$ cat config.mk
export PLATFORM = sky130hd
export DESIGN_NAME = mult_shift_add
export DESIGN_NICKNAME = d
export VERILOG_FILES = /design/src/rtl/mult_shift_add.sv
export SDC_FILE = /design/constraint.sdc
export NUM_CORES = 1
export LEC_CHECK = 0
export BUFFER_PORTS_ARGS = -buffer_cell sky130_fd_sc_hd__buf_4
export CAP_MARGIN = 5
export CORE_UTILIZATION = 35
export DETAILED_ROUTE_END_ITERATION = 12
export SYNTH_ARGS = -nofsm -noshare
export SYNTH_HDL_FRONTEND = slang
export SYNTH_SLANG_ARGS = --single-unit
export TNS_END_PERCENT = 5
$ cat constraint.sdc
create_clock -name clock -period 5.9 [get_ports clock]
set_input_delay 0.885 -clock clock [delete_from_list [all_inputs] [get_ports clock]]
set_output_delay 0.885 -clock clock [all_outputs]
set_load 0.03 [all_outputs]
$ cat src/rtl/mult_shift_add.sv
// Sequential 32-bit signed multiplier: one shift-and-add step per multiplier bit,
// low 32 bits of the product plus a signed-overflow flag after 33 cycles.
module mult_shift_add (
  input  logic        clock,
  input  logic        reset,
  input  logic        ctrl_MULT,
  input  logic [31:0] data_operandA,
  input  logic [31:0] data_operandB,
  output logic [31:0] data_result,
  output logic        data_exception,
  output logic        data_resultRDY,
  output logic        busy
);

  localparam int unsigned W     = 32;
  localparam int unsigned ACC_W = 2 * W;
  localparam int unsigned CNT_W = 6;

  typedef enum logic [1:0] {
    IDLE = 2'd0,
    RUN  = 2'd1,
    DONE = 2'd2
  } state_t;

  state_t             r_state;
  logic [W-1:0]       r_mcand;
  logic [W-1:0]       r_mplier;
  logic [ACC_W-1:0]   r_acc;
  logic               r_sign;
  logic [CNT_W-1:0]   r_cnt;

  state_t             w_state_nxt;
  logic [W-1:0]       w_mcand_nxt;
  logic [W-1:0]       w_mplier_nxt;
  logic [ACC_W-1:0]   w_acc_nxt;
  logic               w_sign_nxt;
  logic [CNT_W-1:0]   w_cnt_nxt;
  logic [W-1:0]       w_result_nxt;
  logic               w_exc_nxt;
  logic               w_rdy_nxt;
  logic               w_busy_nxt;

  logic [W-1:0]       w_abs_a;
  logic [W-1:0]       w_abs_b;
  logic [W:0]         w_sum;
  logic [ACC_W-1:0]   w_prod;
  logic               w_prod_fits;

  // Operand magnitudes, partial sum and final signed product
  always_comb begin
    w_abs_a     = data_operandA[W-1] ? W'(-data_operandA) : data_operandA;
    w_abs_b     = data_operandB[W-1] ? W'(-data_operandB) : data_operandB;
    w_sum       = {1'b0, r_acc[ACC_W-1:W]} + (r_mplier[0] ? {1'b0, r_mcand} : (W+1)'(0));
    w_prod      = r_sign ? ACC_W'(-r_acc) : r_acc;
    w_prod_fits = (w_prod[ACC_W-1:W-1] == '0) || (w_prod[ACC_W-1:W-1] == '1);
  end

  // Next-state and output logic
  always_comb begin
    w_state_nxt  = r_state;
    w_mcand_nxt  = r_mcand;
    w_mplier_nxt = r_mplier;
    w_acc_nxt    = r_acc;
    w_sign_nxt   = r_sign;
    w_cnt_nxt    = r_cnt;
    w_result_nxt = data_result;
    w_exc_nxt    = data_exception;
    w_rdy_nxt    = 1'b0;
    w_busy_nxt   = ctrl_MULT || (r_state != IDLE);

    case (r_state)
      RUN: begin
        w_acc_nxt    = {w_sum, r_acc[W-1:1]};
        w_mplier_nxt = r_mplier >> 1;
        w_cnt_nxt    = CNT_W'(r_cnt + CNT_W'(1));
        if (r_cnt == CNT_W'(W - 1)) begin
          w_state_nxt = DONE;
        end
      end
      DONE: begin
        w_result_nxt = w_prod[W-1:0];
        w_exc_nxt    = !w_prod_fits || (r_sign && (r_acc > ACC_W'(64'h8000_0000)));
        w_rdy_nxt    = 1'b1;
        w_state_nxt  = IDLE;
      end
      default: begin
      end
    endcase

    // A start wins in every state, aborting any operation in flight
    if (ctrl_MULT) begin
      w_mcand_nxt  = w_abs_a;
      w_mplier_nxt = w_abs_b;
      w_sign_nxt   = (data_operandA[W-1] ^ data_operandB[W-1]) &&
                     (w_abs_a != '0) && (w_abs_b != '0);
      w_acc_nxt    = '0;
      w_cnt_nxt    = '0;
      w_state_nxt  = RUN;
    end
  end

  always_ff @(posedge clock or posedge reset) begin
    if (reset) begin
      r_state        <= IDLE;
      r_mcand        <= '0;
      r_mplier       <= '0;
      r_acc          <= '0;
      r_sign         <= 1'b0;
      r_cnt          <= '0;
      data_result    <= '0;
      data_exception <= 1'b0;
      data_resultRDY <= 1'b0;
      busy           <= 1'b0;
    end else begin
      r_state        <= w_state_nxt;
      r_mcand        <= w_mcand_nxt;
      r_mplier       <= w_mplier_nxt;
      r_acc          <= w_acc_nxt;
      r_sign         <= w_sign_nxt;
      r_cnt          <= w_cnt_nxt;
      data_result    <= w_result_nxt;
      data_exception <= w_exc_nxt;
      data_resultRDY <= w_rdy_nxt;
      busy           <= w_busy_nxt;
    end
  end

endmodule
==> Word level (Yosys, flattened, before mapping) <==
Index checks and enable logic that the tools add are counted.
{ "totals": {"ff_bits": 172, "latch_bits": 0, "mem_bits_rw": 0, "rom_bits": 0, "inputBits": 67, "word_cells": 50, "mem_count": 0} }
{ "classes": {"addsub": 5, "n_mul": 0, "n_div": 0, "n_lt_le_gt_ge": 1, "eq_ne": 5, "shifts": 0, "n_mux": 14, "bitwise": 1, "n_reduce_logical": 14} }
{ "op_table": {"columns": ["cell", "count"], "rows": [
  ["64-bit 2-to-1 mux", 3],
  ["32-bit 2-to-1 mux", 5],
  ["64-bit by 32-bit greater-than comparator with 1-bit output, second input constant", 1],
  ["32-bit negation", 2],
  ["64-bit negation", 1],
  ["32-bit nonzero test", 2],
  ["32-bit by 32-bit adder with 33-bit output", 1],
  ["33-bit equality test, second input constant", 1],
  ["33-bit zero test", 1],
  ["6-bit 2-to-1 mux", 2],
  ["6-bit by 1-bit adder with 6-bit output, second input constant", 1],
  ["6-bit by 5-bit equality test with 1-bit output, second input constant", 1],
  ["2-bit 2-to-1 mux", 2],
  ["2-bit case mux with 2 select lines", 1],
  ["2-bit nonzero test", 2],
  ["1-bit logical AND", 3],
  ["1-bit logical OR", 3],
  ["3-bit inequality test, second input constant", 1],
  ["3-bit nonzero test", 1],
  ["2-bit by 1-bit equality test with 1-bit output, second input constant", 1],
  ["2-bit equality test, second input constant", 1],
  ["2-bit AND reduction", 1],
  ["1-bit zero test", 1],
  ["1-bit 2-to-1 mux", 1],
  ["1-bit bitwise XOR", 1]
]} }

==> Longest topological paths before layout <==
{ "logic_depth": {"word_depth": 6, "depth_mapped": 14, "ltp_nobuf": 13} }

==> Least setup slack after synthesis <==
No wires, ideal clock.
{ "synth_path": {"path_type": "input to register", "startpoint": "input port data_operandA[4]", "endpoint": "register r_sign", "t_arrival_ps": 3875, "t_required_ps": 5780, "slack_ps": 1904, "stages": 11, "path_cell_list": "clkbuf_1 -> or4_1 -> or3_1 -> or4b_2 -> clkbuf_1 -> o21ai_0 -> xor2_1 -> nand2_1 -> a2111oi_0 -> nand4_1 -> a41o_1"} }
{ "synth_via": {"elab_chain_len": 5} }
{ "synth_rtl": {"columns": ["item", "line", "text"], "rows": [
  ["start: declaration", "7", "input logic [31:0] data_operandA,"],
  ["32-bit negation", "51", "w_abs_a = data_operandA[W-1] ? W'(-data_operandA) : data_operandA;"],
  ["32-bit 2-to-1 mux (*)", "51", null],
  ["32-bit nonzero test (*)", "95", "(w_abs_a != '0) && (w_abs_b != '0);"],
  ["1-bit logical AND (*)", "94", "w_sign_nxt = (data_operandA[W-1] ^ data_operandB[W-1]) &&"],
  ["1-bit logical AND (*)", "95", null],
  ["end signal: assignment", "119", "r_sign <= w_sign_nxt;"],
  ["end: declaration", "29", "logic r_sign;"]
]} }
Every way passes the cells marked *; elsewhere a longest branch is shown, timed or not.
A chain may end at the register's enable or synchronous reset.

==> Worst setup path after layout <==
{ "layout_path": {"startpoint": "register r_acc[16]", "endpoint": "register data_exception"} }
{ "layout_via": {"elab_chain_len": 6, "elab_cells_between_ends": 9, "classes_between": "add/sub: 1; order compare: 1; eq/ne: 1; mux: 1; reduce/logical: 5"} }
{ "layout_rtl": {"columns": ["item", "line", "text"], "rows": [
  ["start: declaration", "28", "logic [ACC_W-1:0] r_acc;"],
  ["start signal: assignment", "118", "r_acc <= w_acc_nxt;"],
  ["64-bit negation", "54", "w_prod = r_sign ? ACC_W'(-r_acc) : r_acc;"],
  ["64-bit 2-to-1 mux", "54", null],
  ["33-bit equality test or 33-bit zero test (tied branches)", "55", "w_prod_fits = (w_prod[ACC_W-1:W-1] == '0) || (w_prod[ACC_W-1:W-1] == '1);"],
  ["1-bit logical OR", "55", null],
  ["1-bit zero test", "82", "w_exc_nxt = !w_prod_fits || (r_sign && (r_acc > ACC_W'(64'h8000_0000)));"],
  ["1-bit logical OR (*)", "82", null],
  ["end signal: assignment", "122", "data_exception <= w_exc_nxt;"],
  ["end: declaration", "10", "output logic data_exception,"]
]} }
Marks and branches as above.

==> results.py <==
metrics = {
    "outcome": {
        "status": "finished, final reports clean",
    },
    "global_routing": {
        "use_met2": 0.269,
        "overflow": 0,
        "met3_usage": 0.0195,
        "grt_pass1_wl_mm": 53.2,
        "antenna_found_initial": 0,
        "grt_pass1_vias": 10200,
        "grt_usage": 0.178,
        "top_usage_layer": "met1",
        "grt_max_degree": 108,
        "met1_usage": 0.269,
    },
    "detailed_routing": {
        "drt-initial-drc-count": 725,
        "via_per_inst": 5.42,
        "wl_per_cell_um": 15.7,
        "drtAntennaViolNets": 0,
        "vias": 11100,
        "drc": 0,
        "firstDrtPassIters": 5,
        "wirelength_mm": 32.3,
    },
    "synth": {
        "synth_top_area_share": 0.345,
        "synth-edff-count": 0,
        "synth_fp_nets": 1667,
        "synth_ff_type": "dfrtp_1",
        "synthTopCellsByArea": "dfrtp_1 (35%), nand2_1 (8.2%), xor2_1 (6.2%), a21oi_1 (5.2%), o21ai_0 (4.5%)",
        "avgSynthCellArea_um2": 7.99,
        "synth-async-reset-ratio": 1.00,
        "netlist_instances": 1561,
        "ys_warn_count": 0,
        "synth-seq-cells": 172,
        "yosys.area.top_type": "dfrtp_1",
        "synth.distinct_cells": 66,
        "synth_area_um2": 12500,
        "synth_seq_area_share": 0.345,
    },
    "critical_path": {
        "cp_max_fo": 14,
        "crit_path_max_incr_delay_ps": 760,
        "cpMaxStageDelayCell": "nor4_1",
        "start_kind": "flop",
        "required_ps": 6200,
        "crit_cells": 9,
        "path_buf_inv": 0,
        "critical_path_class": "flop to flop",
        "r2r_cells": 9,
        "crit_arrival_ps": 4530,
        "path_common_cell": "nor4_1",
        "path_cells": "or4_4, nor4_1, nand3_1, o41ai_1, xor2_1, nand4b_1, or3_1, nor4_1, a211oi_1",
        "critPathCaptureType": "flop",
        "cp_top_family": "simple AND/OR/NAND/NOR gates",
    },
    "cells_and_area": {
        "nets": 1696,
        "num_antenna_cells": 0,
        "layout_common_cells": "nand2_1 (272), dfrtp_1 (171), a21oi_1 (129)",
        "stdcell_area_um2": 14100,
        "synthToLayoutAreaGrowth_pct": 13.2,
        "drive_above_1_share": 0.108,
        "layout_commonest_cell": "nand2_1",
    },
    "floorplanning": {
        "die_w_um": 191,
        "fp.dieH_um": 191,
        "start_util": 0.358,
        "design.core.area_um2": 34800,
        "rows": 68,
        "die_area_um2": 36400,
        "io_pins": 102,
    },
    "clock_tree": {
        "post-cts-setup-buffers": 0,
        "post_cts_resized": 0,
        "path_clk_slew_ps": 70,
        "cts_tree": "done",
        "cts-root-buf": "clkbuf_16",
        "cts_buffers": 17,
        "cts.sinks": 172,
        "hold_buffers": 0,
        "clk_path_buf_depth": 2,
        "clock_latency_ps": 430,
        "cts_htree_levels": 4,
    },
    "timing": {
        "finalHoldViolCount": 0,
        "relSlewSlack": 0.306,
        "setup_viol": 0,
        "skew_ps": 15.1,
        "max_freq_ghz": 0.236,
        "whs_ps": 481,
        "fin_crit_sh": 0.717,
        "setup_tns_ps": 0,
        "slew_viol_final": 0,
        "fin_crit_ps": 4230,
        "grt_setup_unrepaired": "no",
        "tightest_slew_ps": 1030,
    },
    "placed_design": {
        "portBuffers": 101,
        "gp_congestion": 0.906,
        "place_area_um2": 13500,
        "dp_hpwl_mm": 23.1,
    },
    "power_and_ir_drop": {
        "powerDensity_nw_per_um2": 282,
        "peakVddDrop_mv": 0.180,
        "p_leak_nw": 6.06,
    },
    "hold_path": {
        "whs_path_depth": 2,
        "hp-class": "flop to flop",
    },
    "job": {
        "maxCapViolCount": 0,
    },
}
==> tightest hold or removal path: stages, from the launching register on <==
cell and delay [ps]:
dfrtp_1 340, nand2_1 40, o21ai_0 60
==> routing by layer <==
layer,part of all wire,wire length [um]
met1,0.51,16600
met2,0.44,14100
met3,0.039,1270
met4,0.011,352
met5,0,0
==> through the flow <==
stage,instances,utilization,power [W],worst slack (ps)
floorplan,1561,-,0.00243,355
global route,2056,0.406,0.00422,1360
CTS,2056,0.406,0.00400,1730
detailed placement,2026,0.388,0.00278,1670
finish,2056,0.406,0.00398,1670
global placement,2026,0.388,0.00277,1690
==> sequential cells by signal, indices dropped and copies added (netlist names) <==
register,cells
r_acc,64
r_sign,1
r_mplier,32
r_cnt,6
data_exception,1
data_result,32
data_resultRDY,1
r_state,2
r_mcand,32
busy,1
==> synthesized netlist by cell type (25+ instances only) <==
master / count
mux2i_1: 27
ha_1: 38
or3_1: 32
dfrtp_1: 172
nor2_1: 104
a21oi_1: 129
inv_1: 25
nand3_1: 29
or4_1: 29
clkbuf_1: 79
o31ai_1: 34
xor2_1: 88
xnor2_1: 54
nand2_1: 272
nor3_1: 28
o21ai_0: 113
and2_1: 36
==> cells by family (layout without fill, tap and decap cells) <==
| group | Yosys count | after routing | share of synthesized area |
|---|---|---|---|
| fa+ha+maj | 39 | 39 | 0.0397 |
| mux | 33 | 33 | 0.0271 |
| simple gates | 660 | 660 | 0.259 |
| flops | 172 | 172 | 0.345 |
| compound gates | 390 | 390 | 0.191 |
| xor+xnor | 142 | 142 | 0.0997 |
| buf+inv | 125 | 165 | 0.0381 |
==> path summary, 6_finish.rpt <==
check	from	to	slack (ps)
min reg2reg	data_result[25]	data_result[25]	480
max	r_acc[16]	data_exception	1670
min	data_result[25]	data_result[25]	480
max reg2reg	r_acc[16]	data_exception	1670
min in group asynchronous	reset	r_mplier[26]	540
max in group asynchronous	reset	r_acc[22]	4350
==> power breakdown <==
part           total [W]  switching, W  leakage [nW]  internal (W)
clock network    0.00120      0.000526         0.294      0.000678
registers        0.00149      0.000192          2.20       0.00130
logic            0.00128      0.000741          3.56      0.000543
total            0.00398       0.00146          6.06       0.00252
==> final cells by class <==
class	instances	area, um2
fill	3592	20700
multi-input combinational	1264	7710
sequential	172	4310
timing repair buffer	107	816
tap	455	569
clock buffer	17	425
clock inverter	13	181
inverter	28	110
Power figures use the tool's default switching activity.
